### src/rtl/modular_half_pkg.sv
// Shared constants and types for the multi-lane modular halving unit.
package modular_half_pkg;

   localparam int unsigned DEFAULT_DATA_W = 12;
   localparam int unsigned DEFAULT_Q      = 3329;

   // (Q+1)/2 is the inverse of 2 mod an odd Q.
   function automatic int unsigned q_half(input int unsigned q);
      return (q + 1) / 2;
   endfunction

   localparam int unsigned DEFAULT_Q_HALF = q_half(DEFAULT_Q);

   typedef enum logic [1:0] {
      StIdle = 2'd0,
      StRun  = 2'd1,
      StDone = 2'd2
   } half_state_e;

endpackage

### src/rtl/modular_half_lane.sv
// Combinational single modular halving step: y = x * 2^-1 mod Q, for x < Q.
module modular_half_lane
   import modular_half_pkg::*;
#(
   parameter int unsigned DATA_W = DEFAULT_DATA_W,
   parameter int unsigned Q      = DEFAULT_Q
) (
   input  logic [DATA_W-1:0] x,
   output logic [DATA_W-1:0] y
);

   localparam logic [DATA_W-1:0] QHalfW = DATA_W'(q_half(Q));

   // Odd x: (x-1)/2 + (Q+1)/2 = (x+Q)/2. The sum is at most Q-1, so DATA_W bits suffice.
   always_comb begin
      y = {1'b0, x[DATA_W-1:1]};
      if (x[0]) begin
         y = y + QHalfW;
      end
   end

endmodule

### src/rtl/modular_half_pipe.sv
// Multi-lane iterative modular halving: y = x * 2^-k mod Q, one halving per clock.
// Optional build macro MODHALF_REDUCE_IN_EN: conditionally subtract Q from each lane at load
// so inputs up to 2Q-1 are accepted.
module modular_half_pipe
   import modular_half_pkg::*;
#(
   parameter int unsigned DATA_W  = DEFAULT_DATA_W,
   parameter int unsigned Q       = DEFAULT_Q,
   parameter int unsigned LANES   = 2,
   parameter int unsigned SHIFT_W = 4
) (
   input  logic                    clk,
   input  logic                    rst_n,
   input  logic                    in_valid,
   output logic                    in_ready,
   input  logic [LANES*DATA_W-1:0] in_data,
   input  logic [SHIFT_W-1:0]      in_shift,
   output logic                    out_valid,
   input  logic                    out_ready,
   output logic [LANES*DATA_W-1:0] out_data,
   output logic                    busy
);

   half_state_e               state_q, state_d;
   logic [SHIFT_W-1:0]        cnt_q;
   logic [LANES*DATA_W-1:0]   lanes_q;
   logic [LANES*DATA_W-1:0]   stepped;
   logic [LANES*DATA_W-1:0]   load_data;
   logic                      accept;

   assign accept = in_valid && in_ready;

   for (genvar i = 0; i < LANES; i++) begin : g_lane
      modular_half_lane #(
         .DATA_W (DATA_W),
         .Q      (Q)
      ) u_lane (
         .x (lanes_q[i*DATA_W +: DATA_W]),
         .y (stepped[i*DATA_W +: DATA_W])
      );

`ifdef MODHALF_REDUCE_IN_EN
      localparam logic [DATA_W-1:0] QW = DATA_W'(Q);
      // Single conditional subtract; correct for x < 2Q.
      always_comb begin
         load_data[i*DATA_W +: DATA_W] = in_data[i*DATA_W +: DATA_W];
         if (in_data[i*DATA_W +: DATA_W] >= QW) begin
            load_data[i*DATA_W +: DATA_W] = in_data[i*DATA_W +: DATA_W] - QW;
         end
      end
`else
      assign load_data[i*DATA_W +: DATA_W] = in_data[i*DATA_W +: DATA_W];
`endif
   end

   // State register.
   always_ff @(posedge clk or negedge rst_n) begin
      if (!rst_n) begin
         state_q <= StIdle;
      end else begin
         state_q <= state_d;
      end
   end

   // Next-state: a DONE handshake with a simultaneous accept reloads without passing IDLE.
   always_comb begin
      state_d = state_q;
      unique case (state_q)
         StIdle: begin
            if (accept) begin
               state_d = (in_shift == '0) ? StDone : StRun;
            end
         end
         StRun: begin
            if (cnt_q == SHIFT_W'(1)) begin
               state_d = StDone;
            end
         end
         StDone: begin
            if (out_ready) begin
               if (accept) begin
                  state_d = (in_shift == '0) ? StDone : StRun;
               end else begin
                  state_d = StIdle;
               end
            end
         end
         default: state_d = StIdle;
      endcase
   end

   // Handshake and status outputs.
   always_comb begin
      in_ready  = (state_q == StIdle) || ((state_q == StDone) && out_ready);
      out_valid = (state_q == StDone);
      busy      = (state_q != StIdle);
   end

   // Lane registers and shift counter: load on accept, halve once per RUN cycle.
   always_ff @(posedge clk or negedge rst_n) begin
      if (!rst_n) begin
         lanes_q <= '0;
         cnt_q   <= '0;
      end else if (accept) begin
         lanes_q <= load_data;
         cnt_q   <= in_shift;
      end else if (state_q == StRun) begin
         lanes_q <= stepped;
         cnt_q   <= cnt_q - SHIFT_W'(1);
      end
   end

   assign out_data = lanes_q;

endmodule

### config.mk
export PLATFORM = sky130hd
export DESIGN_NAME = modular_half_pipe
export DESIGN_NICKNAME = d
export VERILOG_FILES = /design/src/rtl/modular_half_pkg.sv /design/src/rtl/modular_half_lane.sv /design/src/rtl/modular_half_pipe.sv
export SDC_FILE = /design/constraint.sdc
export NUM_CORES = 1
export LEC_CHECK = 0
export CAP_MARGIN = 0
export CORE_ASPECT_RATIO = 0.9
export CORE_MARGIN = 2
export CORE_UTILIZATION = 42
export CTS_BUF_LIST = sky130_fd_sc_hd__clkbuf_16
export CTS_CLUSTER_DIAMETER = 200
export CTS_CLUSTER_SIZE = 14
export DETAILED_ROUTE_END_ITERATION = 16
export HOLD_SLACK_MARGIN = 0.12
export PLACE_DENSITY = 0.76
export SETUP_SLACK_MARGIN = 0.15
export SLEW_MARGIN = 20
export SYNTH_ARGS = -nofsm -noshare
export SYNTH_HDL_FRONTEND = slang
export SYNTH_SLANG_ARGS = --single-unit
export TNS_END_PERCENT = 30
### constraint.sdc
create_clock -name clk -period 1.3 [get_ports clk]
set_input_delay 0.26 -clock clk [delete_from_list [all_inputs] [get_ports clk]]
set_output_delay 0.26 -clock clk [all_outputs]
set_load 0.01 [all_outputs]
==> impl_metrics.ini, run 1 <==
[status]
status = complete, but fails checks
violations = negative setup slack

[power_and_ir_drop]
peakVddDrop_mv = 1.914
p_leak_nw = 1.594
p_per_area_nw_per_um2 = 3097

[clock_tree]
clock-sinks = 30
clk_pin_slew_ns = 0.05
cts_made_buffers = 5
htreeDepth = 2
clock_latency_ns = 0.28
tritoncts = yes
root_buffer = clkbuf_16
ctsLongestPathBuffers = 2

[timing]
fin_ws_ns = -0.3370
min_period_ns = 1.637
rsz0062_at_grt = true
fin_setup_tns_ns = -6.477
hold_viol = 0
period_share_pct = 125.9
skew_ns = 0.006440
whs_ns = 0.3294
max_clock_freq_mhz = 610.9
finalSetupViolCount = 32
slew_headroom_pct = 75.03
worst_pin_slew_ns = 0.3707
slew_violations = 0

[critical_path]
cp_top_family = flip-flops
cpMaxStageDelayCell = dfrtp_2
crit_cells = 6
arrival_ns = 1.78
endpoint_kind = flip-flop
startpoint_type = flip-flop
r2r_cells = 6
critPathMaxStageDelay_ns = 0.46
path_class = reg2reg
r2r_slack_ns = -0.34
cp.required_ns = 1.44
cp_num_buf_inv = 2
path_max_fanout = 7
path_cells = buf_6 > and2b_4 > a21oi_4 > buf_12 > a22oi_1 > o21ai_1

[logic_synthesis]
synth_compound_area_share_pct = 22.43
synth_xor_area_share_pct = 5.462
synth_warnings = 0
synth_flop_cell = dfrtp_1
synth_adder_area_share_pct = 2.601
synth_nets = 258
syn_inst = 222
ys_seq_area_share_pct = 39.01
synth_edf_count = 0
synthSimpleGateAreaFrac_pct = 20.48
synth.distinct_cells = 44
syn_avg_cell_area_sq_um = 8.668
synth_top_family_by_area = compound AO/OA/AOI/OAI gates
async_reset_ff_share_pct = 100.0
synth_mux_area_share_pct = 4.681
syn_area_sq_um = 1924
ys_seq_elements = 30

[global_route]
grt_pass1_vias = 2466
grt_use_total_pct = 33.49
grt-ovfl-total = 0
antenna_found_initial = 0
grt_max_degree = 31
grt_pass1_wl_um = 12510

[route]
drc = 0
drtAntennaViolNets = 0
drt-pass1-iter-count = 7
routedWlPerCell_um = 22.55
wl_um = 9495
first_iter_violations = 358
vias_per_cell = 6.394
vias = 2692

[die]
die_area_sq_um = 5140
core_area_sq_um = 4432
die_h_um = 68.22
boundaryPins = 59
row_count = 23
start_util_pct = 43.42
die_w_um = 75.35

[layout]
syn_to_final_growth_pct = 89.79
layout.nets = 394
n_antenna_cell = 0
fillers = 229
post-route-util_pct = 82.41
multi_input_area_sq_um = 1275
ff_latch_area_sq_um = 762.0
fin_cells = 421
drive_above_1_share_pct = 46.24

[placement]
place_hpwl_um = 4380
port_buffers = 58
routabilityCongestion = 0.8679
pre_cts_slack_ns = -0.4100
dp_cells = 381

[min_path]
hp-class = in2async

[job]
maxCapViolCount = 0
## state kept, by name, indices dropped and copies added (netlist names)
| signal | cells |
|---|---|
| out_data | 24 |
| cnt_q | 4 |
| state_q | 2 |
## layout by cell type (no fill, tap or decap), types with 3 or more instances in the layout
| cell type | instances |
|---|---|
| clkdlybuf4s50_1 | 31 |
| nor3_1 | 3 |
| a22oi_1 | 4 |
| buf_2 | 21 |
| clkbuf_16 | 6 |
| xor2_1 | 6 |
| nor3_2 | 3 |
| o21ai_0 | 5 |
| dfrtp_1 | 21 |
| o211ai_1 | 3 |
| mux2i_1 | 9 |
| inv_1 | 7 |
| nand4_1 | 8 |
| buf_8 | 3 |
| a21oi_2 | 4 |
| buf_12 | 6 |
| a31oi_1 | 4 |
| o21ai_1 | 11 |
| nor2_1 | 14 |
| dfrtp_2 | 9 |
| buf_4 | 52 |
| nor2_2 | 3 |
| buf_6 | 29 |
| a21oi_1 | 7 |
| nand2_1 | 24 |
| a221o_1 | 4 |
| nand3_1 | 8 |
| xnor2_1 | 6 |
## cell families after synthesis
kind of cell	after synthesis
compound gates	63
xor+xnor	12
fa+ha+maj	4
buf+inv	21
flops	30
mux	9
simple gates	83
## synth_stat cells, types with 7 or more instances
| master | n | area, sq um |
|---|---|---|
| dfrtp_1 | 30 | 750.7 |
| nand2_1 | 27 | 101.4 |
| nor2_1 | 18 | 67.56 |
| o21ai_0 | 17 | 85.08 |
| a21oi_1 | 11 | 55.05 |
| mux2i_1 | 9 | 90.09 |
| nand3_1 | 8 | 40.04 |
| nand4_1 | 8 | 50.05 |
| buf_2 | 7 | 35.03 |
| inv_1 | 7 | 26.28 |
| nor3_1 | 7 | 35.03 |
## metrics by stage
step                      power, W  cell area (sq um)
final                      0.01131               3652
after detailed placement  0.007251               2967
after CTS                 0.009870               3470
after global placement    0.007124               2967
after global routing       0.01174               3652
after floorplan           0.004698               1962
## timing repair
item,4_1_cts,5_1_grt
gates cloned,2,1
hold buffers,0,0
resized for setup,159,41
pin swaps,6,9
endpoints found under the setup margin,57,42
buffers inserted,26,3
## where the power goes
part,internal [W],total [W],switching (W)
Clock,0.00109,0.00155,0.000455
Sequential,0.00147,0.00198,0.000515
Combinational,0.00389,0.00778,0.00389
Total,0.00645,0.0113,0.00486
## routing by layer
| layer | track usage [%] | vias up | part of all wire (%) |
|---|---|---|---|
| met5 | 0 | - | 0 |
| met4 | 14.47 | 0 | 7.9 |
| met3 | 8.837 | 95 | 10 |
| met2 | 55.33 | 261 | 45 |
| met1 | 41.14 | 1250 | 37 |
| li1 | - | 1086 | - |
## path summary, 6_finish.rpt
path                              from            to
setup reg to reg            state_q[1]  out_data[17]
hold reg to reg               cnt_q[1]      cnt_q[1]
min in group clk           in_data[11]  out_data[11]
max in group asynchronous        rst_n    state_q[0]
setup / recovery            state_q[1]  out_data[17]
hold / removal                   rst_n   out_data[9]
## cell type report
cell class                      instances  area share [%]
Clock buffer                            5           3.426
Clock inverter                          3           1.747
Inverter                                7          0.7194
Multi-Input combinational cell        171           34.91
Sequential cell                        30           20.86
Tap cell                               62           2.124
Timing Repair Buffer                  143           36.21
Note: power is estimated with default switching activity, not from simulation.
==> run 2, diff against run 1 <==
--- a/config.mk
+++ b/config.mk
@@ -20,4 +20,3 @@
 export SYNTH_ARGS = -nofsm -noshare
 export SYNTH_HDL_FRONTEND = slang
 export SYNTH_SLANG_ARGS = --single-unit
-export TNS_END_PERCENT = 30
==> impl_metrics.ini, run 2 (synthesis results as in run 1) <==
[layout]
syn_to_final_growth_pct = 103.6
drive_above_1_share_pct = 55.32
largest_reg_flops = 24
final_common_cell = buf_4
fin_cells = 438
n_antenna_cell = 0
fillers = 200
layout.nets = 411
most-common-layout-cells = buf_4, buf_6, clkdlybuf4s50_1

[status]
status = complete, but fails checks
violations = negative setup slack

[clock_tree]
ctsLongestPathBuffers = 2
tritoncts = yes
htreeDepth = 2
clock_latency_ns = 0.29
cts_made_buffers = 5
clk_pin_slew_ns = 0.06
clock-sinks = 30
root_buffer = clkbuf_16

[timing]
finalSetupViolCount = 35
period_share_pct = 123.6
rsz0062_at_grt = true
slew_violations = 0
fin_setup_tns_ns = -5.590
worst_pin_slew_ns = 0.4171
skew_ns = 0.009727
hold_viol = 0
fin_ws_ns = -0.3065
max_clock_freq_mhz = 622.5
slew_headroom_pct = 71.98
min_period_ns = 1.607

[critical_path]
arrival_ns = 1.80
path_class = reg2reg
endpoint_kind = flip-flop
cp.required_ns = 1.49
path_max_fanout = 3
startpoint_type = flip-flop

[route]
drtAntennaViolNets = 0
routedWlPerCell_um = 25.07
vias = 2882
drc = 0
first_iter_violations = 477
drt-pass1-iter-count = 5
vias_per_cell = 6.580
wl_um = 10980

[die]
start_util_pct = 43.42
core_area_sq_um = 4432
row_count = 23
die_w_um = 75.35
die_area_sq_um = 5140
die_h_um = 68.22
boundaryPins = 59

[power_and_ir_drop]
peakVddDrop_mv = 1.760
power_w = 0.01223
swShare_pct = 45.51
clockPowerShare_pct = 9.7
p_int_w = 0.006665
p_per_area_nw_per_um2 = 3121
p_sw_w = 0.005566
combPwrFrac_pct = 73.8
p_leak_nw = 1.704
power_frac_seq_pct = 16.5

[global_route]
grt_pass1_wl_um = 12810
grt_pass1_vias = 2508
grt-ovfl-total = 0
grt_use_total_pct = 33.84
grt_max_degree = 31
antenna_found_initial = 0

[job]
maxCapViolCount = 0

[placement]
place_hpwl_um = 4599
dp_cells = 387
port_buffers = 58
routabilityCongestion = 0.8564

[min_path]
hp-class = in2async
-- run 2: worst max-delay path, stage by stage, from the launching register on --
cell and delay (ns):
dfrtp_1 0.38, buf_4 0.15, and3_4 0.20, a41oi_2 0.15, or3_1 0.40, a31oi_1 0.23
-- run 2: path summary, 6_finish.rpt --
path | end | depth (start not counted) | slack [ns] | from
worst min-delay path | out_data[2] | 2 | 0.35 | rst_n
max in group asynchronous | out_data[17] | 2 | 0.75 | rst_n
worst max register to register | out_data[8] | 5 | -0.31 | out_data[4]
worst max-delay path | out_data[8] | 5 | -0.31 | out_data[4]
min in group clk | state_q[1] | 3 | 0.37 | in_valid
worst min register to register | cnt_q[1] | 1 | 0.63 | cnt_q[1]
-- run 2: power groups by stage --
stage	Sequential, W	Clock (W)	Combinational (W)
final	0.00202	0.00119	0.00902
after detailed placement	0.00210	0	0.00542
after floorplan	0.00220	0	0.00276
after CTS	0.00192	0.00114	0.00686
after global placement	0.00209	0	0.00523
after global routing	0.00203	0.00121	0.00929
-- run 2: cell type report --
| type | count | area, sq um | area share [%] |
|---|---|---|---|
| Clock buffer | 5 | 125.1 | 3.193 |
| Clock inverter | 3 | 16.27 | 0.4151 |
| Inverter | 7 | 26.28 | 0.6705 |
| Multi-Input combinational cell | 173 | 1445 | 36.88 |
| Sequential cell | 30 | 762.0 | 19.44 |
| Tap cell | 62 | 77.57 | 1.980 |
| Timing Repair Buffer | 158 | 1466 | 37.42 |
-- run 2: through the flow --
stage | instance area (sq um) | hold slack (ns) | util (%) | setup slack (ns)
finish | 3919 | 0.3455 | 88.42 | -0.3065
global route | 3919 | 0.3582 | 88.42 | -0.3126
CTS | 3543 | 0.3617 | 79.95 | -0.1688
detailed placement | 3034 | 0.5436 | 68.46 | -0.4225
global placement | 3034 | 0.5280 | 68.46 | -0.3826
floorplan | 2039 | -0.03559 | - | -0.01197
-- run 2: repair_timing --
action,CTS,global route
setup buffers,29,11
hold buffers,0,0
resized for setup,165,83
setup endpoints to repair,57,51
pin swaps,12,31
gates cloned,3,0
-- run 2: per-layer routing --
metal	global-route usage [%]	up-vias	routed length, um
met1	44.45	1383	4189
met5	0	-	0
li1	-	1123	-
met2	52.07	302	5039
met3	9.867	74	1211
met4	14.04	0	538
